===== src/rtl/syndrome_sequencer.sv =====
// ============================================================================
//  Module      : syndrome_sequencer
//  Description : GF(2^5) syndrome stage controller for the RS(31,k) decoder.
//                Horner-accumulates NSYN syndromes over one received word,
//                then streams them out one per handshake.
//                Optional macro SYNDROME_ZERO_FLAG_EN adds the err_free output.
//  Revision    : 1.0 - initial release
// ============================================================================
`default_nettype none

module syndrome_sequencer #(
  parameter int NSYN = 4,
  parameter int NSYM = 31
) (
  input  logic       clock,
  input  logic       reset,
  input  logic       in_valid,
  output logic       in_ready,
  input  logic [4:0] in_sym,
  output logic       out_valid,
  input  logic       out_ready,
  output logic [4:0] out_sym,
  output logic [2:0] out_idx,
  output logic       busy
`ifdef SYNDROME_ZERO_FLAG_EN
  ,output logic      err_free
`endif
);

  localparam logic [4:0] c_LAST_SYM = 5'(NSYM - 1);
  localparam logic [2:0] c_LAST_SYN = 3'(NSYN - 1);

  typedef enum logic [1:0] {
    ST_IDLE   = 2'd0,
    ST_ACCUM  = 2'd1,
    ST_OUTPUT = 2'd2
  } state_t;

  state_t                r_state;
  state_t                w_state_next;
  logic [4:0]            r_count;
  logic [2:0]            r_out_idx;
  logic [NSYN-1:0][4:0]  r_acc;
  logic [NSYN-1:0][4:0]  w_acc_step;
  logic                  w_in_xfer;
  logic                  w_out_xfer;
  logic                  w_last_sym;
  logic                  w_last_syn;

  // Multiply by alpha^n as n chained shifts with x^5 folded back into x^2 + 1.
  function automatic logic [4:0] f_mul_alpha_pow(input logic [4:0] x, input int n);
    logic [4:0] v;
    v = x;
    for (int i = 0; i < n; i++) begin
      v = {v[3], v[2], v[1] ^ v[4], v[0], v[4]};
    end
    return v;
  endfunction

  for (genvar j = 0; j < NSYN; j++) begin : g_acc
    assign w_acc_step[j] = f_mul_alpha_pow(r_acc[j], j + 1) ^ in_sym;
  end

  assign w_last_sym = (r_count == c_LAST_SYM);
  assign w_last_syn = (r_out_idx == c_LAST_SYN);

  always_ff @(posedge clock or posedge reset) begin
    if (reset) begin
      r_state <= ST_IDLE;
    end else begin
      r_state <= w_state_next;
    end
  end

  always_comb begin
    w_state_next = r_state;
    in_ready     = 1'b0;
    out_valid    = 1'b0;
    busy         = 1'b0;
    w_in_xfer    = 1'b0;
    w_out_xfer   = 1'b0;
    case (r_state)
      ST_IDLE: begin
        in_ready  = 1'b1;
        w_in_xfer = in_valid;
        if (in_valid) begin
          w_state_next = ST_ACCUM;
        end
      end
      ST_ACCUM: begin
        in_ready  = 1'b1;
        busy      = 1'b1;
        w_in_xfer = in_valid;
        if (in_valid && w_last_sym) begin
          w_state_next = ST_OUTPUT;
        end
      end
      ST_OUTPUT: begin
        out_valid  = 1'b1;
        busy       = 1'b1;
        w_out_xfer = out_ready;
        if (out_ready && w_last_syn) begin
          w_state_next = ST_IDLE;
        end
      end
      default: begin
        w_state_next = ST_IDLE;
      end
    endcase
  end

  always_ff @(posedge clock or posedge reset) begin
    if (reset) begin
      r_count   <= '0;
      r_out_idx <= '0;
      r_acc     <= '0;
    end else begin
      if (w_in_xfer) begin
        // First symbol both clears and seeds every accumulator.
        if (r_state == ST_IDLE) begin
          r_acc   <= {NSYN{in_sym}};
          r_count <= 5'd1;
        end else begin
          r_acc   <= w_acc_step;
          r_count <= r_count + 5'd1;
        end
      end
      if (w_out_xfer) begin
        if (w_last_syn) begin
          r_out_idx <= '0;
          r_count   <= '0;
        end else begin
          r_out_idx <= r_out_idx + 3'd1;
        end
      end
    end
  end

  always_comb begin
    out_sym = '0;
    if (r_state == ST_OUTPUT) begin
      for (int j = 0; j < NSYN; j++) begin
        if (r_out_idx == 3'(j)) begin
          out_sym = r_acc[j];
        end
      end
    end
  end

  assign out_idx = r_out_idx;

`ifdef SYNDROME_ZERO_FLAG_EN
  logic r_err_free;

  // Captured from the final accumulator update so it is valid on OUTPUT entry.
  always_ff @(posedge clock or posedge reset) begin
    if (reset) begin
      r_err_free <= 1'b0;
    end else if (r_state == ST_ACCUM && w_in_xfer && w_last_sym) begin
      r_err_free <= (w_acc_step == '0);
    end else if (w_out_xfer && w_last_syn) begin
      r_err_free <= 1'b0;
    end
  end

  assign err_free = r_err_free;
`endif

endmodule

`default_nettype wire


===== config.mk =====
export PLATFORM = sky130hd
export DESIGN_NAME = syndrome_sequencer
export DESIGN_NICKNAME = d
export VERILOG_FILES = /design/src/rtl/syndrome_sequencer.sv
export SDC_FILE = /design/constraint.sdc
export NUM_CORES = 1
export LEC_CHECK = 0
export ABC_AREA = 0
export CELL_PAD_IN_SITES_DETAIL_PLACEMENT = 1
export CELL_PAD_IN_SITES_GLOBAL_PLACEMENT = 1
export CORE_ASPECT_RATIO = 0.8
export CORE_MARGIN = 2
export CORE_UTILIZATION = 43
export DETAILED_ROUTE_END_ITERATION = 8
export PLACE_DENSITY = 0.91
export SLEW_MARGIN = 20
export SYNTH_ARGS = -nofsm -noshare
export SYNTH_HDL_FRONTEND = slang
export SYNTH_SLANG_ARGS = --single-unit

===== constraint.sdc =====
create_clock -name clock -period 2.2 [get_ports clock]
set_clock_uncertainty 0.05 [all_clocks]
set_input_delay 0.22 -clock clock [delete_from_list [all_inputs] [get_ports clock]]
set_output_delay 0.22 -clock clock [all_outputs]
set_load 0.01 [all_outputs]

==> results.tsv, run 1 <==
stage	metric	value	unit
run_status	status	finished clean	
clock_tree	worstSkewPairLatency	300	ps
pwr	power_density	1520	mW/mm²
clock_tree	clock_path_buffers	2	
floorplanning	fp-row-count	21	
clock_tree	cts-buffers-inserted	5	
setup_path	crit_required	1930	ps
detailed_routing	vias_per_cell	5.55	
clock_tree	cts_root_buffer	clkbuf_8	
synth	synth_ff_type	dfrtp_1	
sta	relSlewSlack	71.0	%
synth	synth_seq_area_share	38.5	%
cells_and_area	syn2layout_area_growth	21.0	%
cells_and_area	nets	270	
floorplanning	start_util	45.5	%
floorplanning	die_w	79.3	µm
sta	fin_ws	72.2	ps
sta	tns	0	ps
setup_path	worstSetupPathType	reg -> out	
synth	yosys_warnings	0	
sta	hold_viol	0	
synth	syn_avg_cell_area	8.44	µm²
global_routing	grt_antenna_before_repair	0	
clock_tree	holdBufCountCts	0	
sta	tightest_slew	435	ps
detailed_routing	totalWireLength	5380	µm
clock_tree	clk_pin_slew	70	ps
setup_path	cp_max_fo	4	
global_routing	grt_pass1_vias	1764	
detailed_routing	vias	1714	
synth	synth_top_area_cell	dfrtp_1	
setup_path	worstPathCellList	inv_2 -> ha_2 -> nand2_1 -> or2_1 -> o22ai_2 -> dlygate4sd2_1	
global_routing	grt_max_degree	31	
detailed_routing	drc	0	
synth	synth_top_area_share	38.5	%
floorplanning	die-area	0.00509	mm²
cells_and_area	layout-drive-gt1-share	12.7	%
floorplanning	core-area	0.00428	mm²
pwr	vdd_ir_drop_max	0.690	mV
setup_path	cp.arrival	1860	ps
floorplanning	die_y	64.2	µm
placed_design	gp_congestion	0.841	
setup_path	crit_path_start_kind	flip-flop	
sta	rsz0062_at_grt	no	
clock_tree	clkSinkCount	30	
setup_path	end_kind	output port	
cells_and_area	n_fill_cell	518	
synth	synthCells	231	
sta	fmax	0.470	GHz
placed_design	dp_hpwl	3800	µm
synth	synth_cell_type_count	36	
setup_path	cp_slowest_stage_delay	400	ps
setup_path	cpMaxStageDelayCell	dfrtp_1	
clock_tree	htreeDepth	2	
job	max-cap-violations	0	
detailed_routing	drt_iter0_markers	85	
placed_design	portBuffers	19	
sta	fin_crit_sh	96.7	%
sta	maxSlewViolCount	0	
synth	ys_async_sr_fraction	100	%
synth	synth_edf_count	0	
synth	syn-num-nets	250	
synth	netlist_top_cells_area	dfrtp_1, xnor2_1, nand2_1, ha_1, o21ai_1	
min_path	hp-class	in -> async	
synth	syn_area	0.00195	mm²
floorplanning	io_pins	20	
detailed_routing	wl_per_cell	17.4	µm
detailed_routing	postRouteAntennaNets	0	
clock_tree	cts_tree	built	
cells_and_area	diodes	0	
global_routing	overflow	0	
synth	ys_ff_latch	30	
detailed_routing	first_pass_iters	4	
global_routing	grt_pass1_wl	8970	µm
sta	setup_viol	0	
sta	min_period	2130	ps
pwr	p_leak	0.973	nW
global_routing	track_usage	23.1	%
placed_design	place_ws	-11.0	ps
## timing repair
item / CTS / global route
gates cloned: 0 / 0
endpoints found under the setup margin: 5 / 5
gates resized for setup: 14 / 9
setup buffers: 0 / 1
## worst paths after layout
kind	endpoint	from	depth (start not counted)	slack [ps]
min in group clock	r_acc[7]	r_acc[7]	2	460
setup / recovery	out_sym[0]	r_state[0]	6	70
setup reg to reg	r_acc[12]	r_state[1]	7	290
hold / removal	r_acc[13]	reset	3	240
hold reg to reg	r_acc[7]	r_acc[7]	2	460
max in group asynchronous	out_idx[0]	reset	3	1540
## stage by stage
stage	utilization [%]	hold WS [ps]	instances	power, mW	area [µm²]
2_1_floorplan	-	261	231	2.38	1950
3_3_place_gp	51.5	451	300	2.87	2210
3_5_place_dp	51.5	445	300	2.97	2210
4_1_cts	54.3	272	308	3.52	2320
5_1_grt	55.1	319	309	3.87	2360
6_report	55.1	241	309	3.59	2360
## cells by family (layout without fill, tap and decap cells)
logic type,count (synthesis),in the layout,share of synthesized area (%)
mux,7,7,3.78
simple gates,83,83,18.9
compound gates,53,53,16.2
flops,30,30,38.5
fa+ha+maj,10,10,6.41
xor+xnor,26,26,11.7
buf+inv,22,43,4.49
## state kept, by name, indices dropped and copies added, names as in the netlist
signal   flops
r_count      5
r_acc       20
r_state      2
out_idx      3
## worst max-delay path: cells and delay by family, from the launching register on
| kind | cells | cell delay, ps |
|---|---|---|
| AO/OA/AOI/OAI | 1 | 160 |
| adder cells (fa/ha/maj) | 1 | 210 |
| buffers and inverters | 2 | 390 |
| flip-flops | 1 | 400 |
| AND/OR/NAND/NOR | 2 | 400 |
## power by group
part	total, mW	switching (mW)	internal [mW]
Combinational	1.98	1.06	0.915
Sequential	1.13	0.323	0.810
Clock	0.484	0.232	0.252
Total	3.59	1.62	1.98
## Yosys cell counts (2+ instances only)
cell type   n
nand2_1    39
dfrtp_1    30
xnor2_1    22
nor2_1     21
o21ai_1    18
nor2b_1    13
ha_1       10
a21oi_1     8
clkbuf_1    8
inv_1       8
o21ai_0     6
o22ai_1     6
buf_2       4
mux2i_1     4
xor2_1      4
a211oi_1    3
a31oi_1     3
nand4_1     3
buf_1       2
mux2_2      2
or2_1       2
## layout by cell type, fill, tap and decap left out, types with 5 or more instances in the layout
| master | count |
|---|---|
| nand2_1 | 39 |
| nor2b_1 | 13 |
| clkbuf_8 | 6 |
| buf_4 | 8 |
| nor2_1 | 21 |
| a21oi_1 | 8 |
| clkdlybuf4s50_1 | 14 |
| dfrtp_1 | 28 |
| inv_1 | 5 |
| o21ai_1 | 20 |
| xnor2_1 | 22 |
## layer usage
layer	wire (µm)	vias up	GRT usage (%)	part of all wire, %
met1	2570	855	32.3	48
met3	276	6	4.80	5.1
met2	2480	38	35.6	46
li1	-	815	-	-
met4	46	0	7.76	0.86
met5	0	-	0	0
## layout make-up
class / instances / area [µm²] / share of cell area, %
inverter: 8 / 30.0 / 1.27
sequential: 30 / 753 / 31.9
multi-input combinational: 179 / 1170 / 49.4
clock buffer: 7 / 86.3 / 3.66
tap: 57 / 71.3 / 3.02
timing repair buffer: 27 / 248 / 10.5
clock inverter: 1 / 5.00 / 0.212
Note: power is estimated with default switching activity, not from simulation.
==> inputs of run 2 (changes only) <==
--- a/config.mk
+++ b/config.mk
@@ -13,6 +13,7 @@
 export CORE_UTILIZATION = 43
 export DETAILED_ROUTE_END_ITERATION = 8
 export PLACE_DENSITY = 0.91
+export RECOVER_POWER = 25
 export SLEW_MARGIN = 20
 export SYNTH_ARGS = -nofsm -noshare
 export SYNTH_HDL_FRONTEND = slang
==> run 2 against run 1 <==
Global-route usage did not move; sequential share of layout area barely moved; count of clock-buffer cells in the layout did not move; design area fell by 0.11%; flip-flop and latch count did not move; total power barely moved.
==> results.tsv, run 2 (same netlist as run 1, synthesis figures left out) <==
stage	metric	value	unit	change
setup_path	crit_start	r_state[0]		
placed_design	place_ws	-11.0	ps	unchanged
min_path	min_from	r_acc[7]		
setup_path	crit_buf_inv	2		unchanged
clock_tree	cts-buffers-inserted	5		unchanged
global_routing	grt_pass1_wl	8970	µm	unchanged
sta	maxSlewViolCount	0		unchanged
clock_tree	clkSinkCount	30		unchanged
global_routing	overflow	0		unchanged
setup_path	r2r_slack	280	ps	about the same
sta	rsz0062_at_grt	no		
detailed_routing	vias	1716		+0.12%
cells_and_area	nets	270		unchanged
pwr	p_leak	0.973	nW	about the same
cells_and_area	diodes	0		unchanged
sta	relSlewSlack	49.2	%	-22 points
global_routing	grt_pass1_vias	1764		unchanged
min_path	hp-class	reg -> reg		
detailed_routing	vias_per_cell	5.55		+0.12%
floorplanning	start_util	45.5	%	unchanged
setup_path	cpLargestDelayFamily	flip-flops		
clock_tree	clk_pin_slew	70	ps	about the same
sta	setup_viol	0		unchanged
clock_tree	cts_root_buffer	clkbuf_8		
detailed_routing	drt_iter0_markers	85		unchanged
floorplanning	die-area	0.00509	mm²	unchanged
detailed_routing	wl_per_cell	17.4	µm	about the same
sta	hold_viol	0		unchanged
setup_path	crit_path_start_kind	flip-flop		
pwr	p_sw	1.62	mW	about the same
clock_tree	worstSkewPairLatency	300	ps	about the same
placed_design	gp_congestion	0.841		unchanged
sta	fmax	0.470	GHz	unchanged
clock_tree	htreeDepth	2		unchanged
setup_path	r2r_start	r_state[1]		
setup_path	cp_max_fo	4		unchanged
cells_and_area	top_register	r_acc		
floorplanning	die_w	79.3	µm	unchanged
detailed_routing	postRouteAntennaNets	0		unchanged
cells_and_area	layout-drive-gt1-share	12.7	%	unchanged
setup_path	end_kind	output port		
clock_tree	holdBufCountCts	0		unchanged
setup_path	reg2reg_to	r_acc[12]		
cells_and_area	finish.instance_area	0.00236	mm²	-0.11%
setup_path	worstSetupPathType	reg -> out		
setup_path	cpMaxStageDelayCell	dfrtp_1		
detailed_routing	totalWireLength	5380	µm	about the same
sta	fin_crit_sh	96.7	%	about the same
pwr	p_seq_share	31.5	%	about the same
sta	fin_ws	72.2	ps	+0.000100 ps
pwr	internal_power	1.98	mW	about the same
clock_tree	clock_path_buffers	2		unchanged
job	max-cap-violations	0		unchanged
floorplanning	die_y	64.2	µm	unchanged
pwr	vdd_ir_drop_max	0.690	mV	about the same
setup_path	cp.arrival	1860	ps	about the same
placed_design	place_area	0.00221	mm²	unchanged
clock_tree	cts_tree	built		
setup_path	cp_slowest_stage_delay	400	ps	about the same
detailed_routing	drc	0		unchanged
placed_design	dp_hpwl	3800	µm	unchanged
floorplanning	fp-row-count	21		unchanged
placed_design	portBuffers	19		unchanged
sta	tns	0	ps	unchanged
cells_and_area	layout_commonest_cell	nand2_1		
sta	tightest_slew	762	ps	+327 ps
setup_path	crit_required	1930	ps	about the same
cells_and_area	syn2layout_area_growth	20.8	%	
cells_and_area	most-common-layout-cells	nand2_1, dfrtp_1, xnor2_1		
floorplanning	core-area	0.00428	mm²	unchanged
pwr	comb_power_share	55.0	%	about the same
global_routing	grt_antenna_before_repair	0		unchanged
cells_and_area	largest_reg_flops	20		unchanged
global_routing	track_usage	23.1	%	unchanged
run_status	status	finished clean		
floorplanning	io_pins	20		unchanged
detailed_routing	first_pass_iters	4		unchanged
setup_path	cp.depth	6		unchanged
setup_path	crit_end	out_sym[0]		
pwr	power_density	1520	mW/mm²	about the same
pwr	clockPowerShare	13.5	%	about the same
pwr	swShare	45.0	%	about the same
setup_path	rr_worst_depth	7		unchanged
global_routing	grt_max_degree	31		unchanged
setup_path	worstPathCellList	inv_2 -> ha_2 -> nand2_1 -> or2_1 -> o22ai_2 -> dlygate4sd2_1		
cells_and_area	final_core_utilization	55.0	%	-0.058 points
sta	min_period	2130	ps	-0.000100 ps
[run 2: cell types whose count changed in the layout (fill, tap and decap cells not counted)]
| cell | change |
|---|---|
| clkdlybuf4s50_1 | -1 |
| dlygate4sd3_1 | +1 |
| buf_4 | -1 |
| clkbuf_2 | +1 |
[run 2: routing by layer]
layer  vias to the layer above  global-route usage (%)  routed length [µm]
met5                         -                       0                   0
met4                         0                    7.76                  46
met3                         6                    4.80                 279
met2                        40                    35.6                2480
met1                       855                    32.3                2570
li1                        815                       -                   -
[run 2: timing repair]
action,CTS,global route
setup endpoints to repair,5,5
setup buffers,0,1
cloned,0,0
resized for setup,14,9
[run 2: worst min path at each step]
stage / cells past startpoint / slack, ps / end
2_1_floorplan: 1 / 260 / out_idx[0]
3_3_place_gp: 2 / 450 / r_acc[7]
3_5_place_dp: 2 / 440 / r_acc[7]
4_1_cts: 3 / 270 / r_acc[13]
5_1_grt: 2 / 520 / r_acc[7]
6_report: 2 / 460 / r_acc[7]
[run 2: power groups by stage]
stage          Combinational, mW  Sequential, mW  Clock (mW)
6_report                    1.98            1.13       0.484
5_1_grt                     2.20            1.16       0.506
4_1_cts                     1.92            1.12       0.481
3_5_place_dp                1.85            1.12           0
3_3_place_gp                1.77            1.10           0
2_1_floorplan               1.35            1.02           0
[run 2: worst reg2reg max path: stages (launching register included)]
cell,delay (ps)
dfrtp_1,410
inv_1,150
ha_1,270
buf_4,320
nor2_1,110
mux2_2,270
a21oi_1,140
o22a_1,140
[run 2: area by class of cell]
type	instances	area, µm²
clock buffer	7	86.3
clock inverter	1	5.00
sequential	30	753
fill	518	1930
timing repair buffer	27	245
multi-input combinational	179	1170
tap	57	71.3
inverter	8	30.0
[run 2: through the flow]
| step | hold slack [ps] | total power, mW | cells |
|---|---|---|---|
| 2_1_floorplan | 261 | 2.38 | 231 |
| 3_3_place_gp | 451 | 2.87 | 300 |
| 3_5_place_dp | 445 | 2.97 | 300 |
| 4_1_cts | 272 | 3.52 | 308 |
| 5_1_grt | 520 | 3.87 | 309 |
| 6_report | 464 | 3.59 | 309 |
==> inputs of run 3 (changes only) <==
--- a/config.mk
+++ b/config.mk
@@ -6,13 +6,14 @@
 export NUM_CORES = 1
 export LEC_CHECK = 0
 export ABC_AREA = 0
+export CAP_MARGIN = 20
 export CELL_PAD_IN_SITES_DETAIL_PLACEMENT = 1
 export CELL_PAD_IN_SITES_GLOBAL_PLACEMENT = 1
 export CORE_ASPECT_RATIO = 0.8
 export CORE_MARGIN = 2
-export CORE_UTILIZATION = 43
+export CORE_UTILIZATION = 29
 export DETAILED_ROUTE_END_ITERATION = 8
-export PLACE_DENSITY = 0.91
+export PLACE_DENSITY = 0.69
 export RECOVER_POWER = 25
 export SLEW_MARGIN = 20
 export SYNTH_ARGS = -nofsm -noshare
==> constraint.sdc (replaced) <==
create_clock -name clock -period 2.2 [get_ports clock]
set_clock_uncertainty 0.05 [all_clocks]
set_input_delay 0.55 -clock clock [delete_from_list [all_inputs] [get_ports clock]]
set_output_delay 0.55 -clock clock [all_outputs]
set_load 0.01 [all_outputs]
==> run 3 against run 2 <==
The flow now finishes with violations (setup timing); wire length up 3.0%; non-clock buffer count increased by 18; critical path depth is the same; global-route usage fell by 6.5 points; design area rose by 7.0%; count of clock-buffer cells in the layout stayed put; final cell count increased by 15%; worst hold slack gained 22 ps; register-to-register slack worse by 70 ps; combinational power is 10% higher; setup slack worse by 130 ps; flip-flop and latch count is the same; critical path type unchanged.
==> results.tsv, run 3 (same netlist as run 1, synthesis figures left out) <==
stage	metric	value	unit	change
run_status	status	finished with violations		
run_status	failed_checks	setup timing		
pwr	power_density	1490	mW/mm²	-2.0%
cells_and_area	finish.instance_area	0.00252	mm²	+7.0%
floorplanning	die-area	0.00740	mm²	+45%
setup_path	r2r_slack	210	ps	-70 ps
cells_and_area	top_register	r_acc		
sta	setup_viol	3		+3
setup_path	crit_path_start_kind	flip-flop		
placed_design	gp_congestion	0.754		-10%
floorplanning	fp-row-count	26		+24%
min_path	hp-class	reg -> reg		
pwr	clockPowerShare	12.7	%	-0.8 points
cells_and_area	nets	288		+6.7%
pwr	p_seq_share	29.5	%	-2.0 points
clock_tree	worstSkewPairLatency	290	ps	about the same
global_routing	grt_max_degree	31		unchanged
sta	relSlewSlack	46.2	%	-3.0 points
detailed_routing	vias_per_cell	4.83		-13%
placed_design	portBuffers	19		unchanged
clock_tree	clk_pin_slew	70	ps	about the same
pwr	p_leak	1.06	nW	+9.4%
global_routing	track_usage	16.5	%	-6.5 points
pwr	p_sw	1.62	mW	+0.52%
global_routing	grt_pass1_wl	9320	µm	+3.9%
cells_and_area	layout_commonest_cell	nand2_1		
setup_path	worstPathCellList	inv_2 -> buf_12 -> ha_4 -> mux2i_1 -> o22ai_2 -> buf_2		
sta	rsz0062_at_grt	yes		
pwr	internal_power	2.14	mW	+8.2%
detailed_routing	totalWireLength	5540	µm	+3.0%
pwr	swShare	43.2	%	-1.8 points
detailed_routing	drc	0		unchanged
setup_path	rr_worst_depth	8		+1
setup_path	crit_start	out_idx[0]		
setup_path	worstSetupPathType	reg -> out		
cells_and_area	final_core_utilization	39.1	%	-16 points
global_routing	overflow	0		unchanged
setup_path	crit_required	1600	ps	-330 ps
sta	hold_viol	0		unchanged
clock_tree	clkSinkCount	30		unchanged
setup_path	cp_max_fo	6		+2
global_routing	grt_pass1_vias	1782		+1.0%
sta	tightest_slew	807	ps	+44.6 ps
min_path	hold_path_depth	2		unchanged
detailed_routing	postRouteAntennaNets	0		unchanged
pwr	vdd_ir_drop_max	0.415	mV	-40%
detailed_routing	first_pass_iters	4		unchanged
placed_design	dp_hpwl	4170	µm	+9.6%
setup_path	cpLargestDelayFamily	flip-flops		
placed_design	place_ws	-249	ps	-238 ps
setup_path	cp.depth	6		unchanged
setup_path	r2r_start	r_state[1]		
clock_tree	cts_root_buffer	clkbuf_8		
job	max-cap-violations	0		unchanged
cells_and_area	n_fill_cell	786		+52%
detailed_routing	drt_iter0_markers	56		-34%
cells_and_area	largest_reg_flops	20		unchanged
clock_tree	cts_tree	built		
clock_tree	htreeDepth	2		unchanged
floorplanning	die_w	95.7	µm	+21%
placed_design	place_area	0.00234	mm²	+6.0%
setup_path	end_kind	output port		
clock_tree	clock_path_buffers	2		unchanged
detailed_routing	wl_per_cell	15.7	µm	-10%
sta	fin_crit_sh	103	%	+5.8 points
detailed_routing	vias	1709		-0.41%
setup_path	crit_buf_inv	3		+1
floorplanning	io_pins	20		unchanged
setup_path	cp_slowest_stage_delay	410	ps	about the same
floorplanning	core-area	0.00644	mm²	+50%
setup_path	cpMaxStageDelayCell	dfrtp_1		
clock_tree	holdBufCountCts	0		unchanged
sta	worst_hold_slack	486	ps	+22.4 ps
pwr	comb_power_share	57.8	%	+2.8 points
clock_tree	cts-buffers-inserted	5		unchanged
floorplanning	die_y	77.4	µm	+20%
sta	min_period	2260	ps	+127 ps
sta	maxSlewViolCount	0		unchanged
cells_and_area	most-common-layout-cells	nand2_1, dfrtp_1, buf_4		
cells_and_area	syn2layout_area_growth	29.2	%	
min_path	min_from	r_acc[2]		
sta	fmax	0.443	GHz	-5.6%
setup_path	cp.arrival	1660	ps	-200 ps
floorplanning	start_util	30.3	%	-15 points
global_routing	grt_antenna_before_repair	0		unchanged
cells_and_area	layout-drive-gt1-share	19.6	%	+6.9 points
sta	fin_ws	-55.1	ps	-127 ps
cells_and_area	diodes	0		unchanged
run 3: cell count changes in the layout (fill, tap and decap cells not counted), sizes merged:
cell and change:
clkdlybuf4s50 -3, clkdlybuf4s15 +1, dlygate4sd2 -3, buf +23
run 3: worst paths after layout:
kind / endpoint
worst max-delay path: out_sym[2]
worst min-delay path: r_acc[2]
worst max register to register: r_count[3]
worst min register to register: r_acc[2]
max in group asynchronous: out_idx[1]
min in group asynchronous: r_acc[18]
run 3: final cells by class:
class / count / area (µm²) / area share [%]
clock inverters: 1 / 5.00 / 0.199
well taps: 84 / 105 / 4.17
inverters: 8 / 30.0 / 1.19
repair buffers: 45 / 372 / 14.7
multi-input cells: 179 / 1170 / 46.5
clock buffers: 7 / 86.3 / 3.42
flip-flops and latches: 30 / 752 / 29.8
run 3: layer usage:
metal,GRT usage (%),part of all wire [%],vias to the layer above
li1,-,-,844
met1,25.0,50,834
met2,24.0,45,27
met3,2.91,3.8,4
met4,4.71,1.0,0
met5,0,0,-
run 3: per-stage QoR:
stage | setup TNS (ps) | instances | power, mW
after floorplan | 0 | 231 | 2.38
after global placement | -728 | 340 | 3.02
after detailed placement | -1100 | 340 | 3.11
after CTS | 0 | 352 | 3.72
after global routing | -506 | 354 | 4.11
final | -76.2 | 354 | 3.76
run 3: worst reg2reg max path, delay by kind of cell, from the launching register on:
family	cells	cell delay (ps)
adder cells (fa/ha/maj)	1	170
XOR/XNOR	1	160
AO/OA/AOI/OAI	1	350
flip-flops	1	390
AND/OR/NAND/NOR	2	220
buffers and inverters	3	530
run 3: repair_timing:
action,4_1_cts,5_1_grt
endpoints found under the setup margin,7,7
buffers inserted,4,2
pin swaps,1,2
resized for setup,37,4
run 3: power groups by stage:
| stage | clock network (mW) | logic, mW | registers, mW |
|---|---|---|---|
| finish | 0.479 | 2.18 | 1.11 |
| floorplan | 0 | 1.35 | 1.02 |
| CTS | 0.486 | 2.13 | 1.11 |
| global route | 0.521 | 2.43 | 1.16 |
| detailed placement | 0 | 2.00 | 1.12 |
| global placement | 0 | 1.92 | 1.10 |
